[src/rtl/key_debounce_multi.sv]
`default_nettype none
// ============================================================================
// Module   : key_debounce_multi
// Brief    : N-channel key debouncer with 2-flop synchronisers, per-channel
//            stability counters, level outputs and press/release strobes.
//            Define KEY_REPEAT_EN to add hold-then-repeat press strobes.
// Revision : 1.0 - initial release
// ============================================================================
module key_debounce_multi #(
    parameter int N        = 4,
    parameter int CNT_MAX  = 1000000,
    parameter int HOLD_CYC = 50000000,
    parameter int REP_CYC  = 10000000
) (
    input  logic         clk,
    input  logic         rstn,
    input  logic [N-1:0] key_in,
    output logic [N-1:0] key_level,
    output logic [N-1:0] key_press,
    output logic [N-1:0] key_release,
    output logic         key_any
);

    localparam int            CW         = (CNT_MAX > 1) ? $clog2(CNT_MAX + 1) : 1;
    localparam logic [CW-1:0] C_CNT_LAST = CW'(CNT_MAX - 1);

    if (N < 1 || CNT_MAX < 1 || HOLD_CYC < 1 || REP_CYC < 1) begin : g_bad_param
        $error("key_debounce_multi: N, CNT_MAX, HOLD_CYC and REP_CYC must all be >= 1");
    end

    logic [N-1:0]         s1_q, s2_q;
    logic [N-1:0]         level_q, level_d;
    logic [N-1:0]         press_q, press_d;
    logic [N-1:0]         release_q, release_d;
    logic [N-1:0][CW-1:0] cnt_q, cnt_d;
    logic [N-1:0]         accept_w;

`ifdef KEY_REPEAT_EN
    localparam int            HMAX        = (HOLD_CYC > REP_CYC) ? HOLD_CYC : REP_CYC;
    localparam int            HW          = $clog2(HMAX + 1);
    localparam logic [HW-1:0] C_HOLD_LAST = HW'(HOLD_CYC - 1);
    localparam logic [HW-1:0] C_REP_LAST  = HW'(REP_CYC - 1);

    logic [N-1:0][HW-1:0] hold_q, hold_d;
    logic [N-1:0]         rep_q, rep_d;
`endif

    always_comb begin
        level_d   = level_q;
        press_d   = '0;
        release_d = '0;
        cnt_d     = cnt_q;
        accept_w  = '0;
        for (int i = 0; i < N; i++) begin
            if (s2_q[i] == level_q[i]) begin
                cnt_d[i] = '0;
            end else if (cnt_q[i] == C_CNT_LAST) begin
                accept_w[i]  = 1'b1;
                level_d[i]   = s2_q[i];
                cnt_d[i]     = '0;
                press_d[i]   = s2_q[i];
                release_d[i] = ~s2_q[i];
            end else begin
                cnt_d[i] = cnt_q[i] + CW'(1);
            end
        end
`ifdef KEY_REPEAT_EN
        hold_d = hold_q;
        rep_d  = rep_q;
        // First target is the hold time, every later target is the repeat period.
        for (int i = 0; i < N; i++) begin
            if (accept_w[i] || !level_q[i]) begin
                hold_d[i] = '0;
                rep_d[i]  = 1'b0;
            end else if (hold_q[i] == (rep_q[i] ? C_REP_LAST : C_HOLD_LAST)) begin
                hold_d[i]  = '0;
                rep_d[i]   = 1'b1;
                press_d[i] = 1'b1;
            end else begin
                hold_d[i] = hold_q[i] + HW'(1);
            end
        end
`endif
    end

    always_ff @(posedge clk or negedge rstn) begin
        if (!rstn) begin
            s1_q      <= '0;
            s2_q      <= '0;
            level_q   <= '0;
            press_q   <= '0;
            release_q <= '0;
            cnt_q     <= '0;
        end else begin
            s1_q      <= key_in;
            s2_q      <= s1_q;
            level_q   <= level_d;
            press_q   <= press_d;
            release_q <= release_d;
            cnt_q     <= cnt_d;
        end
    end

`ifdef KEY_REPEAT_EN
    always_ff @(posedge clk or negedge rstn) begin
        if (!rstn) begin
            hold_q <= '0;
            rep_q  <= '0;
        end else begin
            hold_q <= hold_d;
            rep_q  <= rep_d;
        end
    end
`endif

    assign key_level   = level_q;
    assign key_press   = press_q;
    assign key_release = release_q;
    assign key_any     = |{press_q, release_q};

endmodule
`default_nettype wire

[config.mk]
export PLATFORM = sky130hd
export DESIGN_NAME = key_debounce_multi
export DESIGN_NICKNAME = d
export VERILOG_FILES = /design/src/rtl/key_debounce_multi.sv
export SDC_FILE = /design/constraint.sdc
export NUM_CORES = 1
export LEC_CHECK = 0
export CORE_ASPECT_RATIO = 1.5
export CORE_MARGIN = 5
export CORE_UTILIZATION = 30
export CTS_CLUSTER_DIAMETER = 200
export DETAILED_ROUTE_END_ITERATION = 8
export GPL_TIMING_DRIVEN = 0
export PLACE_DENSITY_LB_ADDON = 0.08
export REMOVE_ABC_BUFFERS = 1
export SLEW_MARGIN = 5
export SYNTH_ARGS = -nofsm -noshare
export SYNTH_HDL_FRONTEND = slang
export SYNTH_SLANG_ARGS = --single-unit
[constraint.sdc]
create_clock -name clk -period 3 [get_ports clk]
set_input_delay 0.3 -clock clk [delete_from_list [all_inputs] [get_ports clk]]
set_output_delay 0.3 -clock clk [all_outputs]
set_load 0.05 [all_outputs]
=== Yosys cells after proc, flatten, opt, wreduce, memory -nomap -nowiden ===
Index checks and enable logic that the tools add are counted.

* Eq/ne operators: 8
* Reductions and logical operators: 5
* Bitwise logic cells: 8
* Mux-type cells: 24
* $add $sub $neg: 4

{| class="wikitable"
|+ Operators by type and width
! kind !! number
|-
| 20-bit two-way mux || 8
|-
| 20-bit by 1-bit adder with 20-bit output, second input constant || 4
|-
| 20-bit equality test, second input constant || 4
|-
| 1-bit two-way mux || 16
|-
| 1-bit inverter || 8
|-
| 2-bit AND reduction || 4
|-
| 8-bit OR reduction || 1
|-
| 1-bit equality test || 4
|}

* Output and inout port bits: 13
* Register bits after elaboration: 100

=== Depth between registers and ports, before layout ===
Gate-level depths: netlist (run 1).

* Word-level depth: 3
* Depth in mapped cells: 6

=== Worst setup path before layout (run 1) ===
OpenSTA, ideal clock, no wires.

* Path kind: register -> register
* From: register cnt_q[30] (netlist name)
* To: register level_q[1] (netlist: key_level[1])
* Buffers on the path: 0
* Stages on the path, launching flop included: 5
* Arrival: 2.166 ns
* Setup slack: 0.709 ns
* Period minus slack after synthesis: 2.291 ns
* Library setup time: 0.125 ns
* Cell sequence: dfrtp_1 > or4_1 > or4_4 > or4_4 > mux2_4

* Cells in the longest elaborated chain, start to end: 2

{| class="wikitable"
|+ Ends and longest elaborated chain
! item !! line !! source
|-
| start: declaration || 35 || <nowiki>logic [N-1:0][CW-1:0] cnt_q, cnt_d;</nowiki>
|-
| start signal: assignment || 100 || <nowiki>cnt_q <= cnt_d;</nowiki>
|-
| 20-bit equality test || 57 || <nowiki>end else if (cnt_q[i] == C_CNT_LAST) begin</nowiki>
|-
| 2-bit AND reduction (no source line) || -- ||
|-
| end signal: assignment || 97 || <nowiki>level_q <= level_d;</nowiki>
|-
| end: declaration || 32 || <nowiki>logic [N-1:0] level_q, level_d;</nowiki>
|}

Every way passes these cells.
A chain may end at the register's enable or synchronous reset.

==> out/qor.yml, run 1 <==
cp_top_family: "simple AND/OR/NAND/NOR gates"
clock_sinks: 100
maxClockFrequency_mhz: 376
clockBufferDepth: 2
crit_path_max_fanout: 19
synthTopCellsByArea: "dfrtp_1, xnor2_1, nor2_1"
grt_util_all_layers_pct: 11.7
gp_congestion: 0.752
grt_max_degree: 62
hold_viol_final: 0
cts-resized-gates: 0
r2r-start: "cnt_q[30]"
min_path_type: "reg -> reg"
overflow: 0
diodes: 0
drv_cap: 0
fin_setup_tns_ns: 0
max_slew.worst_pin.slew_ns: 1.03
vias_per_cell: 4.93
seq_area_frac_synth_pct: 53.4
ys_types: 45
startpoint: "cnt_q[30]"
start_util_pct: 30.3
wl_per_cell_um: 14.8
slew_headroom_pct: 31.0
rsz0062_at_grt: "no"
synthCells: 453
die_y_um: 163
path_depth: 4
drive_gt1_share_pct: 7.05
syn_area_per_cell_sq_um: 10.4
pre_cts_ws_ns: 0.266
synth_flop_cell: "dfrtp_1"
ioPinCount: 19
clk_pin_slew_ns: 0.07
num_vias: 3378
num_rows: 56
synth_area_sq_um: 4690
cp_data_arrival_time_ns: 2.84
ys_ff_latch: 100
portBuffers: 18
holdWs_ns: 0.349
ys_top_cells_by_count: "dfrtp_1, nor2_1, nand3_1, xnor2_1"
fin_util_pct: 35.2
startpoint_type: "flip-flop"
ant_nets: 0
internal-power_w: 0.00208
clock_latency_ns: 0.34
path_buf_inv: 0
die_area_sq_um: 18300
status: "completed"
grt_pass1_wl_mm: 17.5
drv_slew: 0
cts_made_buffers: 9
critPathCaptureType: "flip-flop"
power.net_switching_w: 0.000579
layout_setup_ws_ns: 0.340
area_growth_pct: 16.2
first_pass_iters: 4
core_area_sq_um: 15500
drt_iter0_markers: 135
fin_worst_skew_ns: 0.0105
worst-setup-path-type: "reg -> reg"
tritoncts: "built"
finalCritPeriodShare_pct: 88.7
drc_errors: 0
p_per_area_nw_per_um2: 488
path_cells: "or4_1, or4_4, o41ai_4, nor2_1"
synth_edf_count: 0
setup_violations: 0
slowest_stage: "o41ai_4"
ir_drop_mv: 0.223
cts_max_level: 3
whs_path_depth: 0
nNetsFinal: 487
r2r_cells: 4
max_stage_delay_ns: 0.84
ys_warn_count: 0
first_global_vias: 3589
switching_share_pct: 21.8
period_minus_slack_ns: 2.66
pwr-share-seq_pct: 52.2
dp_hpwl_mm: 6.94
die_x_um: 112
drt_wl_total_mm: 10.1
clkPwrFrac_pct: 44.7
p_leak_nw: 2.14
yosysTopAreaCellShare_pct: 53.4
combPwrFrac_pct: 3.1
crit_required_ns: 3.18
synth.largest_area_cell: "dfrtp_1"
cts_root_buffer: "clkbuf_16"
hp-start: "s1_q[3]"
antenna_found_initial: 0
synth_async_sr_flop_share_pct: 100
yosysMostFrequentCell: "dfrtp_1"
==> sequential cells by signal (all words and copies together) (netlist names) <==
register	flops
cnt_q	80
key_press	4
key_release	4
s2_q	4
key_level	4
s1_q	4
==> logic make-up (layout without fill, tap and decap cells) <==
kind of cell / after synthesis / after routing / synth area share (%)
compound gates: 43 / 43 / 6.19
mux: 5 / 5 / 1.25
buf+inv: 16 / 45 / 1.36
xor+xnor: 55 / 55 / 10.3
fa+ha+maj: 4 / 4 / 1.07
simple gates: 230 / 230 / 26.5
flops: 100 / 100 / 53.4
==> cell usage in the layout, fill, tap and decap left out, types with 3 or more instances in the layout <==
master / count
xnor2_1: 32
nor2_1: 62
inv_1: 9
clkdlybuf4s50_1: 17
and2_1: 3
a21oi_1: 18
nor4_1: 16
nor3b_1: 9
nor3_1: 12
nor4bb_1: 3
o31ai_1: 10
xor2_1: 23
nand4_1: 18
nand2_1: 23
clkbuf_16: 9
and3_1: 13
or4_1: 11
nand3_1: 35
mux2_2: 3
clkinv_2: 4
dfrtp_1: 100
ha_1: 4
or3_1: 9
o21ai_0: 6
==> power groups by stage <==
| stage | sequential (W) | clock, W | combinational, W |
|---|---|---|---|
| 6_report | 0.00139 | 0.00119 | 0.0000829 |
| 5_1_grt | 0.00139 | 0.00128 | 0.0000982 |
| 4_1_cts | 0.00139 | 0.00124 | 0.0000875 |
| 3_5_place_dp | 0.00141 | 0 | 0.0000862 |
| 3_3_place_gp | 0.00141 | 0 | 0.0000807 |
| 2_1_floorplan | 0.00141 | 0 | 0.0000340 |
==> metal layers <==
metal	global-route usage (%)	vias up	routed length, um
met5	0	-	0
met2	19.9	39	5010
met1	14.5	1642	4670
met3	2.67	13	279
li1	-	1684	-
met4	4.43	0	178
==> path summary, 6_finish.rpt <==
kind	end	slack, ns
worst max-delay path	cnt_q[33]	0.34
worst min-delay path	s2_q[3]	0.35
worst max register to register	cnt_q[33]	0.34
worst min register to register	s2_q[3]	0.35
max in group asynchronous	cnt_q[3]	1.82
min in group asynchronous	cnt_q[34]	0.48
==> layout make-up <==
cell class / instances / area (sq um)
clock buffers: 11 / 253
clock inverters: 5 / 50.0
fillers: 1558 / 10000
inverters: 9 / 33.8
multi-input cells: 337 / 2140
flip-flops and latches: 100 / 2500
well taps: 203 / 254
repair buffers: 20 / 215
==> per-stage QoR <==
step	area, sq um	std cells	power [W]
2_1_floorplan	4660	446	0.00144
3_3_place_gp	5090	667	0.00149
3_5_place_dp	5120	668	0.00150
4_1_cts	5440	685	0.00271
5_1_grt	5450	685	0.00277
6_report	5450	685	0.00266
==> worst register-to-register path, stage by stage, from the launching register on <==
cell,delay (ns)
dfrtp_1,0.44
or4_1,0.54
or4_4,0.53
o41ai_4,0.84
nor2_1,0.16
==> what timing repair did <==
item,in CTS,in global routing
setup buffers,0,0
hold buffers,1,0
endpoints found under the hold margin,39,0
(Power assumes the default switching activity.)
==> inputs of run 2 (changes only) <==
--- a/config.mk
+++ b/config.mk
@@ -13,7 +13,7 @@
 export GPL_TIMING_DRIVEN = 0
 export PLACE_DENSITY_LB_ADDON = 0.08
 export REMOVE_ABC_BUFFERS = 1
-export SLEW_MARGIN = 5
+export SLEW_MARGIN = 20
 export SYNTH_ARGS = -nofsm -noshare
 export SYNTH_HDL_FRONTEND = slang
 export SYNTH_SLANG_ARGS = --single-unit
==> run 2 against run 1 <==
Effect of this change: setup slack improved by 0.13 ns; via count increased by 0.92%; core utilization increased by 0.089 points; worst hold slack improved by 0.0018 ns; largest power group unchanged.
==> out/qor.yml, run 2 (synthesis results as in run 1) <==
maxClockFrequency_mhz: 396
grt_util_all_layers_pct: 11.8
drt_iter0_markers: 94
crit_path_max_fanout: 12
setup_violations: 0
start_util_pct: 30.3
fin_setup_tns_ns: 0
die_x_um: 112
cts_made_buffers: 9
min_path_type: "reg -> reg"
vias_per_cell: 4.97
drc_errors: 0
num_rows: 56
regMostFlops: "cnt_q"
dp_hpwl_mm: 6.95
placed_cells: 668
fin_util_pct: 35.3
p_per_area_nw_per_um2: 483
cp_data_arrival_time_ns: 2.75
drive_gt1_share_pct: 6.83
diodes: 0
clock_sinks: 100
drv_cap: 0
cts_max_level: 3
die_y_um: 163
fin_worst_skew_ns: 0.00698
post_cts_buffers: 0
num_vias: 3409
startpoint_type: "flip-flop"
cts_root_buffer: "clkbuf_16"
max_slew.worst_pin.slew_ns: 0.807
grt_max_degree: 62
place_area_sq_um: 5140
slew_headroom_pct: 46.2
finalCritPeriodShare_pct: 84.2
largest_reg_flops: 80
core_area_sq_um: 15500
portBuffers: 18
mostFrequentLayoutCells: "dfrtp_1, nor2_1, nand3_1, xnor2_1"
overflow: 0
holdWs_ns: 0.351
hold_viol_final: 0
antenna_found_initial: 0
nNetsFinal: 488
first_pass_iters: 4
first_global_vias: 3567
die_area_sq_um: 18300
critPathCaptureType: "flip-flop"
clock_latency_ns: 0.34
wl_per_cell_um: 14.8
gp_congestion: 0.752
drv_slew: 0
fin_cells: 686
area_growth_pct: 16.5
clk_pin_slew_ns: 0.07
ant_nets: 0
ir_drop_mv: 0.215
tritoncts: "built"
period_minus_slack_ns: 2.53
clockBufferDepth: 2
crit_required_ns: 3.23
layout_commonest_cell: "dfrtp_1"
grt_pass1_wl_mm: 17.6
status: "completed"
nFillCells: 1543
drt_wl_total_mm: 10.2
ioPinCount: 19
p_leak_nw: 2.14
rsz0062_at_grt: "no"
worst-setup-path-type: "reg -> reg"
final_area_sq_um: 5460
run 2: path summary, 6_finish.rpt:
path,slack (ns),cells past startpoint,endpoint,start
min,0.35,0,s2_q[3],s1_q[3]
min in group asynchronous,0.44,2,cnt_q[34],rstn
min reg2reg,0.35,0,s2_q[3],s1_q[3]
max in group asynchronous,1.91,3,cnt_q[22],rstn
max,0.47,5,cnt_q[33],cnt_q[30]
max reg2reg,0.47,5,cnt_q[33],cnt_q[30]
run 2: routing by layer:
layer | up-vias | track usage (%) | part of all wire (%) | wire, um
li1 | 1681 | - | - | -
met4 | 0 | 4.81 | 1.7 | 171
met5 | - | 0 | 0 | 0
met2 | 47 | 20.9 | 50 | 5130
met3 | 13 | 2.22 | 2.8 | 285
met1 | 1668 | 14.0 | 45 | 4590
run 2: critical path, cell delays in order (launching register included):
cell and delay (ns):
dfrtp_1 0.44, or4_1 0.53, or4_4 0.53, o41ai_4 0.63, buf_6 0.23, nor2_1 0.06
run 2: where the power goes:
| group | switching (W) | internal, W | total, W |
|---|---|---|---|
| Combinational | 0.0000568 | 0.0000292 | 0.0000860 |
| Clock | 0.000484 | 0.000678 | 0.00116 |
| Sequential | 0.0000215 | 0.00137 | 0.00139 |
run 2: what timing repair did:
action                    4_1_cts  5_1_grt
hold endpoints to repair       39        0
hold buffers                    1        0
resized for setup               0        0
run 2: area by class of cell:
cell class / instances / area [sq um] / area share [%]
multi-input cells: 337 / 2140 / 39.2
flip-flops and latches: 100 / 2500 / 45.8
inverters: 9 / 33.8 / 0.619
repair buffers: 21 / 230 / 4.22
well taps: 203 / 254 / 4.65
clock buffers: 16 / 302 / 5.52
run 2: stage by stage:
stage                     power [W]  setup WS [ns]
after floorplan             0.00144          0.709
after global routing        0.00275          0.330
after global placement      0.00149          -2.40
final                       0.00264          0.473
after CTS                   0.00269          0.258
after detailed placement    0.00150          0.260
==> variant, RTL diff (config.mk and constraints of run 1) <==
The option `KEY_REPEAT_EN` is turned on by a define.
--- a/src/rtl/key_debounce_multi.sv
+++ b/src/rtl/key_debounce_multi.sv
@@ -6,6 +6,8 @@
 //            Define KEY_REPEAT_EN to add hold-then-repeat press strobes.
 // Revision : 1.0 - initial release
 // ============================================================================
+`define KEY_REPEAT_EN
+
 module key_debounce_multi #(
     parameter int N        = 4,
     parameter int CNT_MAX  = 1000000,
Formal check against the unedited RTL: same outputs for any inputs over 10 cycles, from zero or initial values and one cycle with rstn low; that may be too few to reach the edited logic, so the function may still have changed.
==> variant against run 1 <==
- total power rose by 120%
- largest power group unchanged
- first-iteration DRC count up 110%
- design area is 110% higher
- critical endpoint is now hold_q[23]
- synthesized cell count is 120% higher
- synthesized area grew 110%
- routed wire length up 110%
- setup slack got worse by 8.1 ps
- sequential cell count rose by 108
==> variant: results (changes against run 1) <==
status finished clean; slowest cell delay on critical path 550 ps (-290 ps); clock-pin slew on the worst setup and hold paths 60 ps; Clock Skew 20.13 ps (+9.660 ps); Ys Warns 0 (unchanged); Synth top cells by count nor2_1, dfrtp_1, xor2_1; met3 Use GR 0.01730 (-0.009387); wire per inst 14.78 µm (-0.14%); met1 Resource Use GR 0.1431 (-0.001751); number of nets in the layout 1043 (+110%); critical path's slowest cell or4_1; DP HPWL 14.13 mm (+100%); layout cells sized above 1 0.05651 (-0.01403); worst reg2reg path depth 5 (+1); H-tree Lvls 1 (-2); clk root buf clkbuf_16; switch share 0.2216 (+0.003913); Met1 Routed Length 9.602 mm (+110%); Post-Synth Adder-Cell Area 0.01006 (-0.0006133); RePlAce Congestion 0.7203 (-4.2%); vias in the first global route 7289 (+100%); CTS resizes 1 (+1); Setup crit end hold_q[23]; VDD IR max 0.4613 mV (+110%); Post-Synth XOR/XNOR Area 0.1496 (+0.04691); antenna violations before repair 0 (unchanged); CTS buffer count 24 (+15); Initial DRC Count 286 (+110%); post-synthesis compound-gate area fraction 0.01459 (-0.04731); met3 WL post-DR 593 µm (+110%); CP Max Fanout 24 (+5); Critical Path Source Type flip-flop; maximum clock path buffer count 3 (+1); Arr. time, crit path 3050 ps (+210 ps); worst-margin pin slew 1181 ps (+149.5 ps); met2 WL post-DR 10.83 mm (+120%); met2 Track Usage GR 0.2125 (+0.01363); ranking of synthesized cells by area dfrtp_1, xor2_1, nor2_1; sequential-to-total area share from yosys stat 0.5231 (-0.01054); GRT Total Usage 0.1169 (-0.0002669); post-synthesis mux area share 0.004527 (-0.008013); Hold/Removal Path Class input port to async pin; prevailing post-synth register cell dfrtp_1; first-pass GRT wire length 36.92 mm (+110%); total number of vias 6946 (+110%); CP Launch Point hold_q[11]
-- variant: cell types whose count changed after synthesis, moves of 23 or more --
cell	before	now
xnor2_1	32	55
nand2_1	23	68
nand4_1	18	46
nand3_1	35	75
nor2_1	62	218
xor2_1	23	115
dfrtp_1	100	208
-- variant: power groups by stage --
stage	sequential (mW)	clock [mW]	combinational, mW
after floorplan	2.89	0	0.0366
after global placement	2.90	0	0.118
after detailed placement	2.90	0	0.126
after CTS	2.84	2.96	0.128
after global routing	2.84	3.06	0.142
final	2.84	2.83	0.119
-- variant: area by class of cell --
type	count	area, µm²
clock inverter	8	76.32
multi-input combinational	753	4533
clock buffer	33	674.4
timing repair buffer	23	269.0
tap	415	519.2
fill	3399	21390
sequential	208	5205
inverter	19	71.32
-- variant: metrics by stage --
stage | cells | cell area [µm²] | setup slack (ps) | util
after detailed placement | 1417 | 10590 | -25.81 | 0.3234
after global placement | 1413 | 10510 | -8092 | 0.3210
after floorplan | 980 | 9809 | 507.0 | -
after global routing | 1459 | 11350 | 202.4 | 0.3467
final | 1459 | 11350 | 331.7 | 0.3467
after CTS | 1459 | 11350 | 261.9 | 0.3467
-- variant: worst register-to-register path: stages (launching register included) --
cell	delay (ps)
dfrtp_1	440
or4_1	550
or4b_4	510
a2111oi_4	390
or2_2	510
nor2_1	130
-- variant: worst min path at each step --
stage / slack [ps] / cells past startpoint / end
floorplan: 4 / 0 / cnt_q[0]
global placement: 330 / 0 / s2_q[2]
detailed placement: 120 / 1 / cnt_q[32]
CTS: 170 / 2 / cnt_q[32]
global route: 170 / 1 / s1_q[0]
finish: 180 / 2 / cnt_q[25]
